## src/rtl/timer_irq_apb_if.sv

```systemverilog
// rtl/timer_irq_apb_if.sv - APB slave bus bundle for the timer interrupt stage
interface timer_irq_apb_if;
    logic        psel;
    logic        penable;
    logic        pwrite;
    logic [15:0] paddr;
    logic [31:0] pwdata;
    logic [31:0] prdata;

    modport master (
        output psel, penable, pwrite, paddr, pwdata,
        input  prdata
    );

    modport slave (
        input  psel, penable, pwrite, paddr, pwdata,
        output prdata
    );
endinterface

```

## src/rtl/timer_irq_apb.sv

```systemverilog
// rtl/timer_irq_apb.sv - compare/terminal-count status flags and level interrupt for the APB timer
module timer_irq_apb #(
    parameter int NUM_CMP = 2,
    parameter int WRAP_W  = 16
) (
    input  logic                  pclk,
    input  logic                  presetn,
    timer_irq_apb_if.slave        apb,
    input  logic [31:0]           tmr_count,
    input  logic [31:0]           tmr_load,
    input  logic                  tmr_en,
    input  logic                  tmr_mode,
    output logic                  irq
);
    // Status-layout bits that physically exist: one per compare channel plus TC at bit 8.
    localparam logic [8:0]        BIT_MASK = 9'h100 | 9'((1 << NUM_CMP) - 1);
    localparam logic [WRAP_W-1:0] WRAP_MAX = '1;

    logic [31:0]       cmp [NUM_CMP];
    logic [8:0]        ctrl;
    logic [8:0]        ris;
    logic [8:0]        mask;
    logic [8:0]        match_q;
    logic [8:0]        m_lvl;
    logic [8:0]        m_evt;
    logic [8:0]        w1c;
    logic [WRAP_W-1:0] wraps;
    logic [5:0]        widx;
    logic              wr_en;
    logic              rd_setup;
    logic              rd_hold;
    logic [31:0]       rd_val;
    logic              unused_addr;

    assign widx        = apb.paddr[7:2];
    assign wr_en       = apb.psel & apb.pwrite & apb.penable;
    assign rd_setup    = apb.psel & ~apb.pwrite & ~apb.penable;
    assign rd_hold     = apb.psel & ~apb.pwrite & apb.penable;
    assign unused_addr = ^{apb.paddr[15:8], apb.paddr[1:0]};

    // Match levels: a channel only matches while enabled and the timer is counting.
    always_comb begin
        m_lvl = '0;
        for (int i = 0; i < NUM_CMP; i++) begin
            m_lvl[i] = ctrl[i] & tmr_en & (tmr_count == cmp[i]);
        end
        m_lvl[8] = ctrl[8] & tmr_en & (tmr_count == tmr_load);
    end

    // Only rising edges of a level count as events, so a parked match fires once.
    assign m_evt = m_lvl & ~match_q;
    assign w1c   = (wr_en && widx == 6'h05) ? (apb.pwdata[8:0] & BIT_MASK) : 9'd0;

    // Read mux; compare slots beyond NUM_CMP exist in the map but read as zero.
    always_comb begin
        rd_val = 32'hdeadbeaf;
        case (widx)
            6'h00, 6'h01, 6'h02, 6'h03: begin
                rd_val = '0;
                for (int i = 0; i < NUM_CMP; i++) begin
                    if (widx[1:0] == 2'(i)) begin
                        rd_val = cmp[i];
                    end
                end
            end
            6'h04:   rd_val = {23'd0, ctrl};
            6'h05:   rd_val = {23'd0, ris};
            6'h06:   rd_val = {23'd0, mask};
            6'h07:   rd_val = {23'd0, ris & mask};
            6'h08:   rd_val = 32'(wraps);
            default: ;
        endcase
    end

    // Compare value registers.
    always_ff @(posedge pclk or negedge presetn) begin
        if (!presetn) begin
            for (int i = 0; i < NUM_CMP; i++) begin
                cmp[i] <= '0;
            end
        end else if (wr_en) begin
            for (int i = 0; i < NUM_CMP; i++) begin
                if (widx == 6'(i)) begin
                    cmp[i] <= apb.pwdata;
                end
            end
        end
    end

    // CTRL and MASK keep only the bits that have a channel behind them.
    always_ff @(posedge pclk or negedge presetn) begin
        if (!presetn) begin
            ctrl <= '0;
            mask <= '0;
        end else if (wr_en) begin
            if (widx == 6'h04) begin
                ctrl <= apb.pwdata[8:0] & BIT_MASK;
            end
            if (widx == 6'h06) begin
                mask <= apb.pwdata[8:0] & BIT_MASK;
            end
        end
    end

    // Sticky status: a new event beats a simultaneous write-one-to-clear.
    always_ff @(posedge pclk or negedge presetn) begin
        if (!presetn) begin
            match_q <= '0;
            ris     <= '0;
        end else begin
            match_q <= m_lvl;
            ris     <= (ris & ~w1c) | m_evt;
        end
    end

    // Interrupt follows the registered masked status one cycle later.
    always_ff @(posedge pclk or negedge presetn) begin
        if (!presetn) begin
            irq <= 1'b0;
        end else begin
            irq <= |(ris & mask);
        end
    end

    // Saturating count of reload-mode terminal counts; a clear write wins over an increment.
    always_ff @(posedge pclk or negedge presetn) begin
        if (!presetn) begin
            wraps <= '0;
        end else if (wr_en && widx == 6'h08) begin
            wraps <= '0;
        end else if (m_evt[8] && tmr_mode && wraps != WRAP_MAX) begin
            wraps <= wraps + WRAP_W'(1);
        end
    end

    // Read data captured in setup, held through access, zero otherwise.
    always_ff @(posedge pclk or negedge presetn) begin
        if (!presetn) begin
            apb.prdata <= '0;
        end else if (rd_setup) begin
            apb.prdata <= rd_val;
        end else if (!rd_hold) begin
            apb.prdata <= '0;
        end
    end
endmodule

```

## src/flat_wrapper.sv

```systemverilog
// flat-port wrapper written by rule: the top's interface ports become plain ports
module timer_irq_apb_flat 
#(
    parameter int NUM_CMP = 2,
    parameter int WRAP_W  = 16
)
  (pclk, presetn, tmr_count, tmr_load, tmr_en, tmr_mode, irq, apb_psel, apb_penable, apb_pwrite, apb_paddr, apb_pwdata, apb_prdata);
  timer_irq_apb_if apb_i ();
  input  logic pclk;
  input  logic presetn;
  input  logic [31:0] tmr_count;
  input  logic [31:0] tmr_load;
  input  logic tmr_en;
  input  logic tmr_mode;
  output logic irq;
  input wire logic [$bits(apb_i.psel)-1:0] apb_psel;
  input wire logic [$bits(apb_i.penable)-1:0] apb_penable;
  input wire logic [$bits(apb_i.pwrite)-1:0] apb_pwrite;
  input wire logic [$bits(apb_i.paddr)-1:0] apb_paddr;
  input wire logic [$bits(apb_i.pwdata)-1:0] apb_pwdata;
  output wire logic [$bits(apb_i.prdata)-1:0] apb_prdata;
  assign apb_i.psel = apb_psel;
  assign apb_i.penable = apb_penable;
  assign apb_i.pwrite = apb_pwrite;
  assign apb_i.paddr = apb_paddr;
  assign apb_i.pwdata = apb_pwdata;
  assign apb_prdata = apb_i.prdata;
  timer_irq_apb #(.NUM_CMP(NUM_CMP), .WRAP_W(WRAP_W)) u_core (.pclk(pclk), .presetn(presetn), .apb(apb_i), .tmr_count(tmr_count), .tmr_load(tmr_load), .tmr_en(tmr_en), .tmr_mode(tmr_mode), .irq(irq));
endmodule
```

## config.mk

```make
export PLATFORM = sky130hd
export DESIGN_NAME = timer_irq_apb_flat
export DESIGN_NICKNAME = d
export VERILOG_FILES = /design/src/rtl/timer_irq_apb_if.sv /design/src/rtl/timer_irq_apb.sv /design/src/flat_wrapper.sv
export SDC_FILE = /design/constraint.sdc
export NUM_CORES = 1
export LEC_CHECK = 0
export ABC_AREA = 1
export BUFFER_PORTS_ARGS = -buffer_cell sky130_fd_sc_hd__buf_4
export CORE_MARGIN = 2
export CORE_UTILIZATION = 51
export CTS_CLUSTER_DIAMETER = 200
export DETAILED_ROUTE_END_ITERATION = 7
export PLACE_DENSITY = 0.74
export SLEW_MARGIN = 10
export SYNTH_ARGS = -nofsm -noshare
export SYNTH_HDL_FRONTEND = slang
export SYNTH_SLANG_ARGS = --single-unit
```

## constraint.sdc

```tcl
create_clock -name pclk -period 1.7 [get_ports pclk]
set_input_delay 0.34 -clock pclk [delete_from_list [all_inputs] [get_ports pclk]]
set_output_delay 0.34 -clock pclk [all_outputs]
set_load 0.01 [all_outputs]
```

==> results of run 1 <==
-- stage by stage --
stage | setup WS [ps] | instances | utilization, %
finish | -67.6 | 1705 | 71.6
CTS | 7.88 | 1701 | 70.9
global route | -164 | 1705 | 71.6
global placement | -154 | 1667 | 66.9
detailed placement | -196 | 1667 | 66.9
floorplan | 20.7 | 1202 | -
-- power by group --
part	leakage (nW)	internal [mW]	switching, mW
Combinational	4.05	0.636	0.844
Sequential	1.70	3.09	0.108
Clock	0.289	2.37	1.39
-- how the worst max path moves through the flow --
stage,to
after detailed placement,u_core.wraps[2]
after global routing,u_core.wraps[0]
after global placement,u_core.wraps[5]
final,u_core.wraps[0]
after CTS,u_core.wraps[10]
after floorplan,u_core.wraps[11]
-- state kept, by name, summed over array words and instances, names as in the netlist --
register,flops
u_core.cmp,64
u_core.apb.prdata,32
u_core.wraps,16
u_core.ctrl,3
u_core.mask,3
u_core.match_q,3
u_core.ris,3
u_core.irq,1
-- cell families (layout without fill, tap and decap cells) --
group / Yosys count / in the layout / share of synthesized area (%)
compound gates: 191 / 191 / 13.5
flops: 125 / 125 / 38.6
simple gates: 618 / 618 / 32.8
xor+xnor: 36 / 36 / 3.98
fa+ha+maj: 1 / 1 / 0.154
buf+inv: 231 / 518 / 11.0
-- per-layer routing --
layer	part of all wire, %	up-vias
met5	0	-
met4	5.3	0
met3	7.4	99
met2	45	486
met1	42	4377
li1	-	4422
-- worst max-delay path: cells and delay by family (launching register included) --
family | cells | cell delay (ps)
AND/OR/NAND/NOR | 7 | 760
flip-flops | 1 | 400
buffers and inverters | 2 | 290
adder cells (fa/ha/maj) | 1 | 170
AO/OA/AOI/OAI | 1 | 80
-- cell usage after synthesis, drive strengths merged --
master	count
dfrtp	125
nor4b	1
or2	2
a21boi	1
nand4	39
nand3b	1
nand2	369
a21o	2
a221oi	1
o21ai	118
nor2	99
buf	14
o211ai	3
nor4	12
ha	1
nor3	22
nand3	68
a32o	6
o21bai	1
a22o	7
a211oi	2
o221ai	1
xnor2	11
nor3b	3
o2111ai	6
and2	1
o22ai	20
and3	1
clkbuf	23
a21oi	22
inv	194
xor2	25
a2111oi	1
-- area by class of cell --
cell class                 count  area [µm²]
inverter                     194         731
clock inverter                11         141
tap                          216         270
timing repair buffer         292        2330
fill                        1352        4460
sequential                   125        3130
clock buffer                  21         460
multi-input combinational    846        4190
-- repair_timing --
| item | 4_1_cts | 5_1_grt |
|---|---|---|
| gates cloned | 0 | 0 |
| setup buffers | 2 | 4 |
| hold endpoints to repair | 11 | 0 |
| hold buffers | 1 | 0 |
| setup endpoints to repair | 15 | 16 |
| gates resized for setup | 3 | 13 |
| pin swaps | 1 | 14 |
==> load_flow_metrics.sql, run 1 <==
INSERT INTO impl_metrics (metric_group, metric, value, unit) VALUES
('timing', 'worst_clock_skew', '8.34', 'ps'),
('clock_network', 'cts_num_sinks', '125', ''),
('cells_and_area', 'mostFrequentLayoutCell', 'sky130_fd_sc_hd__nand2_1', ''),
('grt', 'grt_total_ovfl', '0', ''),
('route', 'drt_pass_1_iters', '6', ''),
('cells_and_area', 'stdcell_area', '11200', 'µm²'),
('timing', 'tightest_slew', '583', 'ps'),
('power_and_ir_drop', 'power.ir.vdd_worst', '715', 'µV'),
('synth', 'synthesis.yosys.warnings', '0', ''),
('status', 'violations', 'negative setup slack', ''),
('cells_and_area', 'final_nets', '1596', ''),
('grt', 'top_usage_layer', 'met2', ''),
('clock_network', 'cts-buffers-inserted', '17', ''),
('timing', 'holdWs', '187', 'ps'),
('grt', 'maximum_number_of_pins_on_one_net_before_global_route_repair', '75', ''),
('critical_path', 'worstPathArrival', '2120', 'ps'),
('critical_path', 'path_cells', 'ha_4, nand3_4, nor2_4, nand4_1, nor2_2, a21boi_4, buf_12, buf_6, nand4_1, nand2_1, nor2_1', ''),
('status', 'outcome', 'finished, violations left', ''),
('timing', 'final_report_hold_violation_count', '0', ''),
('synth', 'synthTopCellsByArea', 'sky130_fd_sc_hd__dfrtp_1, sky130_fd_sc_hd__nand2_1, sky130_fd_sc_hd__inv_1', ''),
('grt', 'met2_usage', '60.3', '%'),
('route', 'route.final.wire_length', '32.0', 'mm'),
('clock_network', 'h-tree-depth', '4', ''),
('die', 'fp-row-count', '46', ''),
('grt', 'routing_usage_on_met3', '5.04', '%'),
('worst_hold_path', 'holdCritPathClass', 'in2reg', ''),
('critical_path', 'critPathLaunchType', 'flop', ''),
('critical_path', 'worstPathMaxFanout', '8', ''),
('timing', 'timing.final.crit_share', '104', '%'),
('route', 'drt_drc_violations_left', '0', ''),
('die', 'fp.dieW', '130', 'µm'),
('cells_and_area', 'antenna-diode-count', '0', ''),
('worst_hold_path', 'worstHoldPathCells', '3', ''),
('timing', 'report.final.slew_viol_count', '0', ''),
('grt', 'grtUsageMet1', '51.1', '%'),
('timing', 'fin_setup_tns', '-346', 'ps'),
('synth', 'syn_nets', '1322', ''),
('cells_and_area', 'top_library_cells_by_usage_in_the_layout_fill_and_taps_aside', 'sky130_fd_sc_hd__nand2_1, sky130_fd_sc_hd__buf_4, sky130_fd_sc_hd__inv_1', ''),
('synth', 'synth_sequential_area_ratio', '38.6', '%'),
('die', 'die_h', '130', 'µm'),
('synth', 'synth_cell_types', '47', ''),
('die', 'core_area', '15700', 'µm²'),
('synth', 'synthesis.area_per_instance', '6.75', 'µm²'),
('synth', 'synth.largest_area_cell', 'sky130_fd_sc_hd__dfrtp_1', ''),
('placed_design', 'gp_routability_congestion', '1.02', ''),
('clock_network', 'clock_tree.root_cell', 'sky130_fd_sc_hd__clkbuf_16', ''),
('route', 'detail_route.vias_per_cell', '5.50', ''),
('die', 'die_area', '16900', 'µm²'),
('timing', 'report.final.setup_viol', '14', ''),
('cells_and_area', 'final_layout_size_suffix_gt1_share', '23.8', '%'),
('placed_design', 'place.detailed.hpwl', '25.2', 'mm'),
('clock_network', 'worst_setup_hold_path_clk_slew', '60', 'ps'),
('route', 'dr_vias', '9384', ''),
('critical_path', 'critical-path-top-cell-by-count', 'sky130_fd_sc_hd__nand4_1', ''),
('timing', 'fmax', '0.566', 'GHz'),
('timing', 'final_period_minus_worst_setup_slack', '1770', 'ps'),
('worst_hold_path', 'min-delay-start', 'apb_pwdata[9]', ''),
('grt', 'initial_antenna_violation_count', '0', ''),
('critical_path', 'rr_endpoint', 'u_core.wraps[0]', ''),
('synth', 'yosys_register_bits', '125', ''),
('critical_path', 'setup.worst_path.end_class', 'flop', ''),
('worst_hold_path', 'hold_path_end', 'u_core.cmp[41]', ''),
('flow_run', 'max_cap_violation_count', '0', ''),
('critical_path', 'slowest_stage', 'sky130_fd_sc_hd__dfrtp_1', ''),
('critical_path', 'setup.worst_path.start', 'u_core.wraps[1]', ''),
('cells_and_area', 'area_growth_syn_to_layout', '38.6', '%'),
('critical_path', 'worst-setup-path-type', 'reg2reg', ''),
('grt', 'grt_total_usage', '38.1', '%'),
('route', 'drt_iter0_markers', '1221', ''),
('placed_design', 'dpl-instance-area', '10500', 'µm²'),
('timing', 'post-route-worst-setup-slack', '-67.6', 'ps');
Power figures use the tool's default switching activity.
==> inputs of run 2 (changes only) <==
ABC_AREA = unset   (was 1)
CORE_UTILIZATION = 50   (was 51)
==> load_flow_metrics.sql, run 2 <==
INSERT INTO impl_metrics (metric_group, metric, value, unit) VALUES
('status', 'outcome', 'finished, violations left', ''),
('status', 'violations', 'negative setup slack', ''),
('die', 'die_area', '14600', 'µm²'),
('synth', 'synthTopCellsByArea', 'sky130_fd_sc_hd__dfrtp_1, sky130_fd_sc_hd__mux2_2, sky130_fd_sc_hd__xor2_1', ''),
('grt', 'grt_total_usage', '32.9', '%'),
('cells_and_area', 'mostFrequentLayoutCell', 'sky130_fd_sc_hd__buf_4', ''),
('critical_path', 'rr_endpoint', 'u_core.wraps[6]', ''),
('clock_network', 'worst_setup_hold_path_clk_slew', '60', 'ps'),
('grt', 'maximum_number_of_pins_on_one_net_before_global_route_repair', '79', ''),
('route', 'drt_drc_violations_left', '0', ''),
('critical_path', 'worstPathMaxFanout', '7', ''),
('worst_hold_path', 'holdCritPathClass', 'in2reg', ''),
('timing', 'timing.final.crit_share', '129', '%'),
('die', 'number_of_top_level_design_ports', '152', ''),
('power_and_ir_drop', 'totalPowerFinal', '7.98', 'mW'),
('clock_network', 'cts_num_sinks', '125', ''),
('route', 'detail_route.vias_per_cell', '5.70', ''),
('synth', 'synth-main-ff-cell', 'sky130_fd_sc_hd__dfrtp_1', ''),
('cells_and_area', 'layout.filler_cells', '891', ''),
('placed_design', 'preCtsSetupSlack', '-1050', 'ps'),
('timing', 'grt_setup_unrepaired', 'yes', ''),
('clock_network', 'cts-buffers-inserted', '17', ''),
('timing', 'worst_clock_skew', '5.61', 'ps'),
('critical_path', 'critPathLaunchType', 'input port', ''),
('synth', 'yosys_register_bits', '125', ''),
('die', 'die_h', '121', 'µm'),
('cells_and_area', 'layout_top_registers', 'u_core.cmp (64), u_core.apb.prdata (32), u_core.wraps (16)', ''),
('placed_design', 'gp_routability_congestion', '0.985', ''),
('placed_design', 'placement.io_buffers', '141', ''),
('flow_run', 'max_cap_violation_count', '0', ''),
('route', 'dr_vias', '6383', ''),
('critical_path', 'worst-setup-path-type', 'in2reg', ''),
('timing', 'report.final.setup_viol', '20', ''),
('synth', 'number_of_enable_type_register_cells_in_the_synthesized_netlist', '0', ''),
('synth', 'synth_sequential_area_ratio', '45.9', '%'),
('cells_and_area', 'final_nets', '1050', ''),
('cells_and_area', 'largest_register_ff_count', '64', ''),
('timing', 'final_period_minus_worst_setup_slack', '2200', 'ps'),
('clock_network', 'clock_latency', '430', 'ps'),
('route', 'drt-wirelength-per-cell', '20.5', 'µm'),
('critical_path', 'worst-r2r-cell-count', '7', ''),
('clock_network', 'h-tree-depth', '4', ''),
('timing', 'final_report_hold_violation_count', '0', ''),
('cells_and_area', 'registers.top_by_ff_count', 'u_core.cmp', ''),
('cells_and_area', 'multiInputGateArea', '3950', 'µm²'),
('die', 'core_area', '13300', 'µm²'),
('power_and_ir_drop', 'cellLeakagePower', '5.03', 'nW'),
('critical_path', 'worstPathArrival', '2560', 'ps'),
('route', 'drt_pass_1_iters', '5', ''),
('synth', 'synthesis.area_per_instance', '10.7', 'µm²'),
('clock_network', 'max-clock-path-buffers', '2', ''),
('timing', 'slew_headroom', '56.9', '%'),
('critical_path', 'setup.worst_path.end_class', 'flop', ''),
('grt', 'grt_total_ovfl', '0', ''),
('synth', 'synth_cell_types', '43', ''),
('cells_and_area', 'top_library_cells_by_usage_in_the_layout_fill_and_taps_aside', 'sky130_fd_sc_hd__buf_4, sky130_fd_sc_hd__dfrtp_1, sky130_fd_sc_hd__mux2_2', ''),
('synth', 'synthDominantCellAreaShare', '45.9', '%'),
('synth', 'synthesis.yosys.warnings', '0', ''),
('critical_path', 'setup.worst_path.start', 'tmr_count[8]', ''),
('route', 'route.final.wire_length', '22.9', 'mm'),
('clock_network', 'clock_tree.root_cell', 'sky130_fd_sc_hd__clkbuf_16', ''),
('synth', 'cell_with_the_most_instances_after_synthesis', 'sky130_fd_sc_hd__dfrtp_1', ''),
('critical_path', 'timing.critical_path.to', 'u_core.wraps[6]', ''),
('synth', 'synth.cell_area', '6820', 'µm²'),
('power_and_ir_drop', 'power.ir.vdd_worst', '578', 'µV'),
('timing', 'report.final.slew_viol_count', '0', ''),
('clock_network', 'cts_tree', 'done', ''),
('synth', 'netlist_instances', '638', ''),
('die', 'fp-row-count', '42', ''),
('synth', 'synth-async-reset-ratio', '100', '%'),
('power_and_ir_drop', 'power-per-cell-area', '771', 'nW/µm²'),
('route', 'drt.antenna.violating_nets', '0', ''),
('die', 'fp.dieW', '121', 'µm'),
('synth', 'top_post_synthesis_cells_by_count', 'sky130_fd_sc_hd__dfrtp_1, sky130_fd_sc_hd__mux2_2, sky130_fd_sc_hd__nand2_1, sky130_fd_sc_hd__xor2_1, sky130_fd_sc_hd__o21ai_0', ''),
('route', 'drt_iter0_markers', '392', ''),
('synth', 'syn_nets', '758', ''),
('grt', 'initial_antenna_violation_count', '0', ''),
('timing', 'fmax', '0.455', 'GHz'),
('cells_and_area', 'area.sequential', '3130', 'µm²'),
('grt', 'first_pass_grt_wire_length', '35.9', 'mm'),
('critical_path', 'r2r-start', 'u_core.ctrl[8]', ''),
('critical_path', 'ff2ff_setup_slack', '-460', 'ps'),
('critical_path', 'critical_path_required', '2060', 'ps'),
('grt', 'via_count_of_the_first_global_routing_pass', '6816', ''),
('synth', 'synth.largest_area_cell', 'sky130_fd_sc_hd__dfrtp_1', ''),
('cells_and_area', 'final_layout_size_suffix_gt1_share', '50.1', '%'),
('die', 'initial_core_util', '51.3', '%'),
('timing', 'holdWs', '150', 'ps'),
('placed_design', 'place.detailed.hpwl', '17.1', 'mm'),
('cells_and_area', 'area_growth_syn_to_layout', '51.8', '%'),
('timing', 'tightest_slew', '646', 'ps'),
('timing', 'post-route-worst-setup-slack', '-499', 'ps'),
('cells_and_area', 'antenna-diode-count', '0', '');
==> run 2: changes by cell type in the layout (fill, tap and decap cells not counted), moves of 21 or more <==
| cell | delta |
|---|---|
| sky130_fd_sc_hd__nand2_1 | -319 |
| sky130_fd_sc_hd__inv_1 | -180 |
| sky130_fd_sc_hd__nor2_1 | -86 |
| sky130_fd_sc_hd__o21ai_0 | -82 |
| sky130_fd_sc_hd__mux2_2 | +71 |
| sky130_fd_sc_hd__nand3_1 | -42 |
| sky130_fd_sc_hd__mux2i_1 | +25 |
| sky130_fd_sc_hd__nand4_1 | -24 |
| sky130_fd_sc_hd__xor2_1 | +24 |
| sky130_fd_sc_hd__xnor2_1 | +21 |
==> run 2: worst min path at each step <==
stage	start	endpoint	slack [ps]	cells after the start
finish	apb_pwdata[24]	u_core.cmp[24]	150	2
global route	apb_pwdata[13]	u_core.cmp[45]	160	2
CTS	apb_pwdata[20]	u_core.cmp[52]	140	2
detailed placement	presetn	u_core.cmp[53]	400	2
global placement	presetn	u_core.cmp[49]	400	2
floorplan	presetn	u_core.apb.prdata[0]	40	0
==> run 2: stage by stage <==
stage | instances | area (µm²) | setup TNS [ps] | util (%)
after detailed placement | 1075 | 9360 | -34780 | 70.4
after CTS | 1115 | 10200 | -6820 | 76.6
after floorplan | 638 | 7040 | -10540 | -
final | 1119 | 10400 | -6370 | 77.9
after global routing | 1119 | 10400 | -7350 | 77.9
after global placement | 1075 | 9360 | -32080 | 70.4
==> run 2: what timing repair did <==
item | CTS | global route
pin swaps | 22 | 17
endpoints found under the setup margin | 21 | 20
buffers inserted | 5 | 5
hold buffers | 1 | 0
hold endpoints to repair | 78 | 0
resized for setup | 31 | 28
gates cloned | 2 | 0
==> run 2: kinds of logic after synthesis <==
family	after synthesis	synth area share [%]
muxes	96	15.4
adders and majority gates	1	0.183
AOI/OAI and AO/OA	106	9.92
xor gates and xnor gates	93	11.9
and+or+nand+nor	179	14.5
DFF	125	45.9
buffers and inverters	38	2.22
==> run 2: layer usage <==
layer | track usage, % | wire, µm | vias to the layer above
met3 | 6.98 | 1510 | 61
met4 | 14.9 | 882 | 0
met5 | 0 | 0 | -
li1 | - | - | 2920
met1 | 43.1 | 9650 | 3150
met2 | 52.5 | 10900 | 252
==> run 2: worst max-delay path: stages <==
cell                      delay, ps
sky130_fd_sc_hd__buf_4          140
sky130_fd_sc_hd__xnor2_2        280
sky130_fd_sc_hd__nand4_1        120
sky130_fd_sc_hd__or2_2          310
sky130_fd_sc_hd__or4_4          610
sky130_fd_sc_hd__buf_12         170
sky130_fd_sc_hd__or4_1          460
sky130_fd_sc_hd__a21oi_1        130
==> run 2: final cells by class <==
cell class,count,share of cell area [%]
clock buffer,18,4.24
sequential,125,30.2
multi-input combinational,475,38.1
timing repair buffer,301,23.5
inverter,10,0.363
tap,176,2.13
clock inverter,14,1.41
==> run 2: power by group <==
part	internal (mW)	switching [mW]
registers	3.08	0.0930
logic	0.657	0.568
clock network	2.19	1.40
